`src/rtl/module_ula_seq.sv`:
```
// Sequential Mini-CPU ALU: eight-opcode datapath with a start/done handshake
// and an IMM_W-cycle shift-add multiplier for MUL.
module module_ula_seq #(
  parameter int WIDTH = 16,
  parameter int IMM_W = 6
) (
  input  logic             clk,
  input  logic             rst,
  input  logic             start,
  input  logic [2:0]       opcode,
  input  logic             sinalImm,
  input  logic [IMM_W-1:0] Imm,
  input  logic [WIDTH-1:0] v1ULA,
  input  logic [WIDTH-1:0] v2ULA,
  output logic             busy,
  output logic             done,
  output logic [WIDTH-1:0] valorGuardarULA,
  output logic             escrever,
  output logic             zero,
  output logic             overflow
);

  localparam int ACC_W = WIDTH + IMM_W;
  localparam int CNT_W = $clog2(IMM_W + 1);
  localparam logic [CNT_W-1:0] LAST_BIT = CNT_W'(IMM_W - 1);
  localparam logic [ACC_W-1:0] POS_MAX  = (ACC_W'(1) << (WIDTH - 1)) - ACC_W'(1);
  localparam logic [ACC_W-1:0] NEG_MAX  = ACC_W'(1) << (WIDTH - 1);

  localparam logic [2:0] OP_LOAD    = 3'd0;
  localparam logic [2:0] OP_ADD     = 3'd1;
  localparam logic [2:0] OP_ADDI    = 3'd2;
  localparam logic [2:0] OP_SUB     = 3'd3;
  localparam logic [2:0] OP_SUBI    = 3'd4;
  localparam logic [2:0] OP_MUL     = 3'd5;
  localparam logic [2:0] OP_CLEAR   = 3'd6;
  localparam logic [2:0] OP_DISPLAY = 3'd7;

  typedef enum logic [1:0] {IDLE, MUL_RUN, DONE} state_t;

  state_t           state;
  logic [WIDTH-1:0] mag_q;
  logic [IMM_W-1:0] imm_q;
  logic             neg_q;
  logic [ACC_W-1:0] acc;
  logic [CNT_W-1:0] cnt;

  logic [WIDTH-1:0] imm_ext, imm_s, operand_b, b_eff, sum, alu_res, v1_abs;
  logic             is_sub, arith_ovf, alu_ovf;
  logic [ACC_W-1:0] acc_next;
  logic             mul_neg, mul_ovf;
  logic [WIDTH-1:0] mul_res;

  // Single-cycle opcodes are evaluated straight from the inputs, since their
  // result registers on the same edge that samples start.
  always_comb begin
    imm_ext   = {{(WIDTH-IMM_W){1'b0}}, Imm};
    imm_s     = sinalImm ? -imm_ext : imm_ext;
    operand_b = (opcode == OP_ADDI || opcode == OP_SUBI) ? imm_s : v2ULA;
    is_sub    = (opcode == OP_SUB || opcode == OP_SUBI);
    b_eff     = is_sub ? -operand_b : operand_b;
    sum       = v1ULA + b_eff;
    arith_ovf = (v1ULA[WIDTH-1] == b_eff[WIDTH-1]) && (sum[WIDTH-1] != v1ULA[WIDTH-1]);
    v1_abs    = v1ULA[WIDTH-1] ? -v1ULA : v1ULA;
    alu_res   = '0;
    alu_ovf   = 1'b0;
    case (opcode)
      OP_LOAD: alu_res = imm_s;
      OP_ADD, OP_ADDI, OP_SUB, OP_SUBI: begin
        alu_res = sum;
        alu_ovf = arith_ovf;
      end
      default: begin
        alu_res = '0;
        alu_ovf = 1'b0;
      end
    endcase
  end

  // One shift-add step per cycle; the last step's sum feeds the final result.
  always_comb begin
    acc_next = acc;
    if (imm_q[cnt])
      acc_next = acc + ({{IMM_W{1'b0}}, mag_q} << cnt);
    mul_neg = neg_q && (acc_next != '0);
    mul_res = mul_neg ? -acc_next[WIDTH-1:0] : acc_next[WIDTH-1:0];
    mul_ovf = mul_neg ? (acc_next > NEG_MAX) : (acc_next > POS_MAX);
  end

  always_ff @(posedge clk) begin
    if (rst) begin
      state           <= IDLE;
      busy            <= 1'b0;
      done            <= 1'b0;
      escrever        <= 1'b0;
      valorGuardarULA <= '0;
      zero            <= 1'b0;
      overflow        <= 1'b0;
      acc             <= '0;
      cnt             <= '0;
      mag_q           <= '0;
      imm_q           <= '0;
      neg_q           <= 1'b0;
    end else begin
      done     <= 1'b0;
      escrever <= 1'b0;
      case (state)
        IDLE: begin
          if (start) begin
            busy <= 1'b1;
            if (opcode == OP_MUL) begin
              state <= MUL_RUN;
              acc   <= '0;
              cnt   <= '0;
              mag_q <= v1_abs;
              imm_q <= Imm;
              neg_q <= v1ULA[WIDTH-1] ^ sinalImm;
            end else begin
              state <= DONE;
              done  <= 1'b1;
              // DISPLAY reports completion but leaves the result and flags untouched
              if (opcode != OP_DISPLAY) begin
                escrever        <= 1'b1;
                valorGuardarULA <= alu_res;
                zero            <= (alu_res == '0);
                overflow        <= alu_ovf;
              end
            end
          end
        end
        MUL_RUN: begin
          acc <= acc_next;
          cnt <= cnt + CNT_W'(1);
          if (cnt == LAST_BIT) begin
            state           <= DONE;
            done            <= 1'b1;
            escrever        <= 1'b1;
            valorGuardarULA <= mul_res;
            zero            <= (mul_res == '0);
            overflow        <= mul_ovf;
          end
        end
        DONE: begin
          state <= IDLE;
          busy  <= 1'b0;
        end
        default: begin
          state <= IDLE;
          busy  <= 1'b0;
        end
      endcase
    end
  end

endmodule

```
`config.mk`:
```
export PLATFORM = sky130hd
export DESIGN_NAME = module_ula_seq
export DESIGN_NICKNAME = d
export VERILOG_FILES = /design/src/rtl/module_ula_seq.sv
export SDC_FILE = /design/constraint.sdc
export NUM_CORES = 1
export LEC_CHECK = 0
export CAP_MARGIN = 20
export CORE_ASPECT_RATIO = 1.2
export CORE_MARGIN = 2
export CORE_UTILIZATION = 47
export CTS_CLUSTER_DIAMETER = 100
export CTS_CLUSTER_SIZE = 25
export DETAILED_ROUTE_END_ITERATION = 10
export HOLD_SLACK_MARGIN = 0.06
export PLACE_DENSITY = 0.67
export SYNTH_ARGS = -nofsm -noshare
export SYNTH_HDL_FRONTEND = slang
export SYNTH_SLANG_ARGS = --single-unit
```
`constraint.sdc`:
```
create_clock -name clk -period 6.2 [get_ports clk]
set_input_delay 1.24 -clock clk [delete_from_list [all_inputs] [get_ports clk]]
set_output_delay 1.24 -clock clk [all_outputs]
set_load 0.02 [all_outputs]
```
# == Word-level counts from Yosys, hierarchy flattened ==
# Index checks and enable logic that the tools add are counted.
# op_classes
n_reduce_logical,16
n_mux,46
addsub,7
n_bitwise,2
shifts,1
order_cmp,3
n_eq_ne,15
# op_table
cell,count
$mux W16,9
$mux W22,3
$pmux W16 S2,2
$neg A16 Y16,3
$pmux W22 S2,1
$logic_not A16 Y1,2
$add A22 B22 Y22,1
$gt A22 B15 Y1 const B,1
$gt A22 B16 Y1 const B,1
$reduce_bool A22 Y1,1
$shl A16 B3 Y22,1
$mux W1,18
$add A16 B16 Y16,1
$neg A6 Y16,1
$ne A2 B2 Y1 const B,5
$pmux W1 S2,5
$eq A3 B3 Y1 const B,3
$eq A3 B2 Y1 const B,2
$mux W2,3
$mux W3,2
$pmux W3 S2,1
$reduce_and A3 Y1,2
$reduce_and A5 Y1,1
$lt A3 B4 Y1 const B,1
17 further kinds,20
# totals
word_cells,102
input_bits,45
reg_bits,71

# == Longest topological paths before layout ==
# Gate-level depths: netlist (run 1).
# logic_depth
word_depth,13
mapped_depth,25

# == Worst setup path after synthesis (run 1) ==
# Ideal clock, no wire load.
# synth_path
path_kind,input to register
startpoint,input port opcode[1]
endpoint,register overflow
setup_slack_ns,0.797
setup_time_ns,0.065
path_stages,21
t_arrival_ns,5.338
required_ns,6.135
cell_sequence,buf_2 > xor2_1 > nand2_1 > clkbuf_1 > o21ai_0 > inv_1 > ha_1 > nand2_1 > o21ai_0 > ha_1 > a21o_1 > a21o_1 > a2111oi_0 > o211ai_1 > a41oi_1 > o21ai_0 > xnor2_1 > or4_1 > o211ai_1 > o21ai_0 > nor2_1
# synth_between
elab_chain_cells,13
word_cells_on_any_way,24
classes_between,add/sub (2); eq/ne (10); mux (7); reduce/logical (5)
# synth_rtl
element,line_no,rtl
from (decl),10,"input logic [2:0] opcode,"
$eq A3 B2 Y1 or $eq A3 B3 Y1 (tied branches),"58, 66, 59",
$logic_or A1 B1 Y1,58,operand_b = (opcode == OP_ADDI || opcode == OP_SUBI) ? imm_s : v2ULA;
$mux W16,58,
$neg A16 Y16,60,b_eff = is_sub ? -operand_b : operand_b;
$mux W16,60,
$add A16 B16 Y16,61,sum = v1ULA + b_eff;
$ne A1 B1 Y1,62,arith_ovf = (v1ULA[WIDTH-1] == b_eff[WIDTH-1]) && (sum[WIDTH-1] != v1ULA[WIDTH-1]);
$logic_and A1 B1 Y1,62,
$mux W1,66,case (opcode)
$mux W1,121,if (opcode != OP_DISPLAY) begin
$mux W1,110,if (opcode == OP_MUL) begin
$mux W1,108,if (start) begin
$pmux W1 S2,106,case (state)
to (signal assigned),125,overflow <= alu_ovf;
to (signal assigned),139,overflow <= mul_ovf;
to (decl),20,output logic overflow
# Several ways; a longest one is shown, not always the timed one. The select of a mux whose other input is x is not followed.
# A chain may end at the register's enable or synchronous reset.

# == Final worst setup path (run 1) ==
# layout_path
startpoint,input port Imm[0]
endpoint,register zero
# layout_between
elab_chain_cells,12
# layout_rtl
element,line_no,rtl
from (decl),12,"input logic [IMM_W-1:0] Imm,"
$neg A6 Y16,57,imm_s = sinalImm ? -imm_ext : imm_ext;
$mux W16 *,57,
$mux W16,58,
$neg A16 Y16,60,
$mux W16,60,
$add A16 B16 Y16,61,
$pmux W16 S2 *,66,
$logic_not A16 Y1 *,124,zero <= (alu_res == '0);
$mux W1 *,121,
$mux W1 *,110,
$mux W1 *,108,
$pmux W1 S2 *,106,
to (signal assigned),124,
to (signal assigned),138,zero <= (mul_res == '0);
to (decl),19,"output logic zero,"
# Mark *: on every way between the ends. The rest lies on a longest branch, timed or not. The select of a mux whose other input is x is not followed.

==> out/metrics.yaml, run 1 <==
status: "complete, no violations"
slew-limit-headroom_pct: 46.8
postSynthAreaPerCell_um2: 7.30
grt_max_degree: 73
tns_ps: 0
cts_setup_buffers: 0
io_buffer_count: 65
rr_worst_depth: 16
start_util_pct: 47.9
max_freq_mhz: 179
synth_seq_cells: 71
grt_use_met2_pct: 47.2
row_count: 50
final_nets: 1157
worst_hold_path_type: "register to register"
dpl.hpwl_um: 17900
viasPerCell: 6.01
synth-edff-count: 0
die_width_um: 119
r2r-start: "cnt[1]"
cp-startpoint: "Imm[0]"
crit_family: "compound AO/OA/AOI/OAI gates"
clock-root-buffer: "clkbuf_16"
r2r_setup_slack_ps: 700
cp.arrival_ps: 5860
whs_ps: 454
io_pins: 66
grt-busiest-layer: "met2"
synth_ff_type: "dfxtp_1"
syn-cell-area_um2: 7430
htree_levels: 3
critPathMaxStageDelay_ps: 530
crit_slowest_cell: "clkdlybuf4s50_1"
path_clk_slew_ps: 70
maxCapViolCount: 0
async_flop_share_pct: 0
firstDrtPassIters: 7
synth_cell_types: 85
grt_usage_pct: 27.5
rsz0062_at_grt: "no"
grt_overflow: 0
gp_congestion: 0.933
die_area_um2: 16800
antenna_found_initial: 0
period_share_pct: 90.2
path_depth: 22
path_max_fanout: 4
insertion_delay_ps: 360
drv_slew: 0
fin_util_pct: 55.7
routed_wl_um: 23100
cts_sinks: 71
cts_tree: "done"
synthToLayoutAreaGrowth_pct: 16.3
core_region_area_um2: 15500
cp-start-kind: "input pin"
met3_usage_pct: 3.66
drc_errors: 0
grt_first_pass_wirelength_um: 37100
finalPower_mw: 1.55
die_h_um: 142
crit_type: "input pin to register"
syn-num-nets: 1111
ys_seq_area_share_pct: 19.1
drive_above_1_share_pct: 8.43
drtIter0Drc: 492
cts.path.max_buffers: 2
routedWlPerCell_um: 18.1
power_density_nw_per_um2: 180
p_leak_nw: 3.24
antenna_left: 0
ys_warn_count: 0
final-setup-viol-count: 0
finalHoldViolCount: 0
diodes: 0
tightest_slew_ps: 798
grtUsageMet1_pct: 34.6
vdd_drop_max_mv: 0.135
r2r-end: "zero"
synthCells: 1017
cts_inserted_buffers: 9
clock_skew_ps: 16.2
crit_buf_inv: 4
vias: 7671
crit_required_ps: 6470
endpoint: "zero"
period_needed_ps: 5590
path_cells: "clkdlybuf4s50_1, inv_1, ha_1, mux2i_1, o21ai_0, inv_1, ha_1, nand2_1, o21ai_0, ha_1, a21o_1, a21o_1, a2111oi_0, buf_4, o21bai_1, xnor2_1, o211ai_1, or4_1, nor4_1, nand4_1, a21o_1, o31ai_2"
grt_pass1_vias: 7259
crit_path_end_kind: "register"
[cell type report]
class                      instances  area (um^2)
timing repair buffer              94          863
clock buffer                       9          225
inverter                          29          109
fill                            1587         6880
tap                              208          260
clock inverter                     7         85.1
multi-input combinational        858         5670
sequential                        71         1420
[how the worst min path moves through the flow]
| stage | start | end | slack (ps) | depth (start not counted) |
|---|---|---|---|---|
| global placement | imm_q[5] | imm_q[5] | 440 | 2 |
| detailed placement | valorGuardarULA[4] | valorGuardarULA[4] | 450 | 2 |
| finish | valorGuardarULA[7] | valorGuardarULA[7] | 450 | 2 |
| CTS | imm_q[5] | imm_q[5] | 460 | 2 |
| floorplan | imm_q[1] | imm_q[1] | 430 | 2 |
| global route | valorGuardarULA[4] | valorGuardarULA[4] | 470 | 2 |
[per-layer routing]
layer	vias to the layer above	routed length, um
li1	3852	-
met1	3534	10100
met2	232	11100
met3	53	1120
met5	-	0
met4	0	806
[power by group]
part | total [mW] | internal [mW] | switching (mW) | leakage (nW)
registers | 0.487 | 0.474 | 0.0139 | 0.576
logic | 0.509 | 0.209 | 0.299 | 2.51
clock network | 0.555 | 0.320 | 0.234 | 0.153
total | 1.55 | 1.00 | 0.548 | 3.24
[kinds of logic (layout without fill, tap and decap cells)]
group,Yosys count,after routing,synth area share [%]
simple gates,367,367,23.6
compound gates,339,339,31.2
buf+inv,88,139,4.60
flops,71,71,19.1
xor+xnor,69,69,8.14
fa+ha+maj,49,49,8.46
mux,34,34,4.87
[sequential cells by signal, summed over array words and instances (netlist names)]
signal / flops
acc: 22
busy: 1
cnt: 3
done: 1
escrever: 1
imm_q: 6
mag_q: 16
neg_q: 1
overflow: 1
state: 2
valorGuardarULA: 16
zero: 1
[worst reg2reg max path, cell delays in order, from the launching register on]
cell and delay, ps:
dfxtp_1 780, mux2_2 440, or2_2 290, o211ai_1 90, o21ai_0 230, ha_1 460, nand3_1 280, nor2_1 130
a2111oi_0 600, o21bai_1 210, xor2_1 190, mux2i_2 420, buf_4 230, nand3_1 70, o41ai_1 540, o2111ai_1 260
o31ai_2 210
[cell usage after synthesis, types with 23 or more instances]
library cell	number	area, um^2
nand2_1	114	428
inv_1	28	105
clkbuf_1	46	173
xor2_1	34	298
a31oi_1	23	144
a211oi_1	26	195
nor2_1	106	398
a21oi_1	78	390
ha_1	47	588
nand3_1	25	125
o21ai_0	66	330
dfxtp_1	71	1420
nor3_1	27	135
xnor2_1	35	307
[cell usage in the layout, fill, tap and decap left out, types with 5 or more instances in the layout]
master / instances
a31oi_1: 23
o21bai_1: 7
nand3_1: 25
clkbuf_16: 9
a22oi_1: 5
a211oi_1: 26
a21o_1: 21
inv_1: 28
a21oi_1: 78
xor2_1: 34
and3_1: 5
ha_1: 47
o211ai_1: 21
nand2_1: 114
nand2b_1: 8
buf_4: 29
mux2i_1: 19
and2_1: 11
dfxtp_1: 71
nor4_1: 8
o221ai_1: 5
nor3_1: 27
o21ai_0: 65
or4_1: 5
clkdlybuf4s50_1: 64
nor2_1: 106
a2111oi_0: 5
o21a_1: 11
nor2b_1: 14
mux2_2: 11
nand4_1: 9
or3_1: 6
o21ai_1: 5
o31ai_1: 14
xnor2_1: 35
[repair_timing]
action,CTS,global route
setup endpoints to repair,0,1
gates resized for setup,0,1
hold buffers,0,0
[metrics by stage]
step                      area [um^2]  instances  worst slack (ps)
after detailed placement         8330       1260               169
after CTS                        8640       1276               500
after global routing             8640       1276               124
after global placement           8330       1260               172
after floorplan                  7430       1017               797
final                            8640       1276               609
Note: power is estimated with default switching activity, not from simulation.
==> inputs of run 2 (changes only) <==
ABC_AREA = 1   (was unset)
CORE_MARGIN = 10   (was 2)
==> run 2 against run 1 <==
Effect of this change:
- critical path depth grew 5
- synthesized area grew 6.5%
- via count grew 10%
- largest power group is now combinational logic
- highest routed layer unchanged
==> out/metrics.yaml, run 2 <==
status: "complete, no violations"
drtIter0Drc: 636  # +29%
synth_cell_types: 51  # -40%
io_buffer_count: 65  # unchanged
grt_pass1_vias: 8054  # +11%
cts_resized: 0  # unchanged
die_h_um: 162  # +14%
synthTopCellsByCount: "nand2_1, inv_1, a21oi_1"
core_region_area_um2: 16400  # +5.7%
path_max_fanout: 6  # +2
worst_hold_path_type: "register to register"
finalHoldViolCount: 0  # unchanged
cp.arrival_ps: 5740  # -120 ps
grt_first_pass_wirelength_um: 40600  # +9.4%
syn-cell-area_um2: 7910  # +6.5%
postCtsHoldBufs: 0  # unchanged
critPathMaxStageDelay_ps: 430  # -100 ps
synthCells: 1360  # +34%
synth_ff_type: "dfxtp_1"
io_pins: 66  # unchanged
final_nets: 1491  # +29%
clock-root-buffer: "clkbuf_16"
postSynthAreaPerCell_um2: 5.82  # -20%
row_count: 51  # +2.0%
drv_slew: 0  # unchanged
insertion_delay_ps: 350  # about the same
synth_area_leaders: "nand2_1, dfxtp_1, inv_1"
die_area_um2: 22400  # +33%
r2r_setup_slack_ps: 1310  # +610 ps
drc_errors: 0  # unchanged
final-setup-viol-count: 0  # unchanged
yosysMostFrequentCell: "nand2_1"
regMostFlops: "acc"
synthToLayoutAreaGrowth_pct: 13.1
die_width_um: 138  # +17%
async_flop_share_pct: 0  # unchanged
crit_path_end_kind: "register"
rr_worst_depth: 28  # +12
largest_reg_flops: 22  # unchanged
ys_warn_count: 0  # unchanged
dpl.hpwl_um: 20500  # +15%
vdd_drop_max_mv: 0.125  # -7.4%
routedWlPerCell_um: 15.5  # -14%
crit_type: "input pin to register"
max_freq_mhz: 183  # +2.3%
start_util_pct: 48.2  # +0.35 points
grt_max_degree: 47  # -36%
seqCellArea_um2: 1420  # unchanged
synth_seq_cells: 71  # unchanged
pre_cts_ws_ps: 407  # +238 ps
diodes: 0  # unchanged
maxCapViolCount: 0  # unchanged
synth-edff-count: 0  # unchanged
worst_path_most_repeated_cell: "nand3_1"
layout_commonest_cell: "nand2_1"
hold_depth: 2  # unchanged
cts_tree: "done"
grt_overflow: 0  # unchanged
hold_end: "valorGuardarULA[11]"
hold_start: "valorGuardarULA[11]"
synth_top_cell_by_area: "nand2_1"
r2r-start: "cnt[0]"
cp-start-kind: "input pin"
power_density_nw_per_um2: 176  # -2.2%
layout_common_cells: "nand2_1, inv_1, a21oi_1, o21ai_0, nand3_1"
clock_skew_ps: 9.07  # -7.16 ps
gp_congestion: 0.983  # +5.3%
tns_ps: 0  # unchanged
finalPower_mw: 1.57  # +1.3%
syn-num-nets: 1454  # +31%
grt_usage_pct: 21.8  # -5.6 points
reg_top3: "acc x22, mag_q x16, valorGuardarULA x16"
p_leak_nw: 4.40  # +36%
rsz0062_at_grt: "no"
cts.path.max_buffers: 2  # unchanged
slew-limit-headroom_pct: 40.5  # -6.3 points
viasPerCell: 5.24  # -13%
r2r-end: "zero"
tightest_slew_ps: 889  # +91.0 ps
path_clk_slew_ps: 60  # about the same
vias: 8459  # +10%
antenna_found_initial: 0  # unchanged
yosysTopAreaCellShare_pct: 20.3  # +1.2 points
crit_required_ps: 6480  # about the same
drive_above_1_share_pct: 6.49  # -1.9 points
routed_wl_um: 25000  # +8.2%
cts_sinks: 71  # unchanged
period_needed_ps: 5460  # -127 ps
antenna_left: 0  # unchanged
firstDrtPassIters: 5  # -2
ys_seq_area_share_pct: 18.0  # -1.2 points
htree_levels: 3  # unchanged
period_share_pct: 88.1  # -2.0 points
cts_setup_buffers: 0  # unchanged
multi_input_area_um2: 5540  # -2.4%
cp-startpoint: "Imm[0]"
cts_inserted_buffers: 9  # unchanged
crit_slowest_cell: "clkdlybuf4s50_1"
n_fill_cell: 1756  # +11%
layout_setup_ws_ps: 736  # +127 ps
run 2: changes by cell type after synthesis, sizes merged, moves of 22 or more:
cell    before  now
nand2      115  449
inv         28  189
nand3       25  102
o21ai       71  103
a211oi      28    0
xnor2       35   13
run 2: cell type report:
| type | count | share of cell area (%) |
|---|---|---|
| repair buffers | 72 | 7.81 |
| clock inverters | 6 | 0.783 |
| inverters | 191 | 8.10 |
| well taps | 212 | 2.97 |
| multi-input cells | 1052 | 61.9 |
| clock buffers | 10 | 2.56 |
| flip-flops and latches | 71 | 15.9 |
run 2: worst max-delay path by stage:
| stage | endpoint | slack, ps |
|---|---|---|
| floorplan | zero | 1510 |
| global placement | zero | 450 |
| detailed placement | zero | 410 |
| CTS | zero | 760 |
| global route | zero | 80 |
| finish | zero | 740 |
run 2: logic make-up (layout without fill, tap and decap cells):
| group | count (synthesis) | after routing | share of synthesized area [%] |
|---|---|---|---|
| buf+inv | 237 | 279 | 12.1 |
| xor+xnor | 40 | 40 | 4.43 |
| simple gates | 721 | 721 | 40.2 |
| mux | 5 | 5 | 0.633 |
| fa+ha+maj | 49 | 49 | 7.94 |
| compound gates | 237 | 237 | 16.7 |
| flops | 71 | 71 | 18.0 |
run 2: metal layers:
| metal | track usage (%) | vias to the layer above | share of wire [%] |
|---|---|---|---|
| li1 | - | 4452 | - |
| met1 | 25.4 | 3742 | 43 |
| met2 | 37.8 | 212 | 48 |
| met3 | 3.76 | 53 | 4.4 |
| met4 | 11.1 | 0 | 4.4 |
| met5 | 0 | - | 0 |
run 2: through the flow:
stage	area, um^2	hold slack (ps)	utilization [%]	instances
6_report	8940	464	54.5	1614
5_1_grt	8940	488	54.5	1614
4_1_cts	8940	465	54.5	1614
3_5_place_dp	8650	455	52.7	1598
3_3_place_gp	8650	454	52.7	1598
2_1_floorplan	7910	448	-	1360
run 2: critical path, delay by kind of cell:
kind | cells | cell delay (ps)
AOI/OAI and AO/OA | 7 | 1300
and+or+nand+nor | 11 | 1560
xor gates and xnor gates | 2 | 280
adders and majority gates | 2 | 600
buffers and inverters | 5 | 760
run 2: where the power goes:
part / switching (mW) / internal [mW]
Clock: 0.220 / 0.314
Sequential: 0.0127 / 0.475
Combinational: 0.345 / 0.203
Total: 0.579 / 0.992
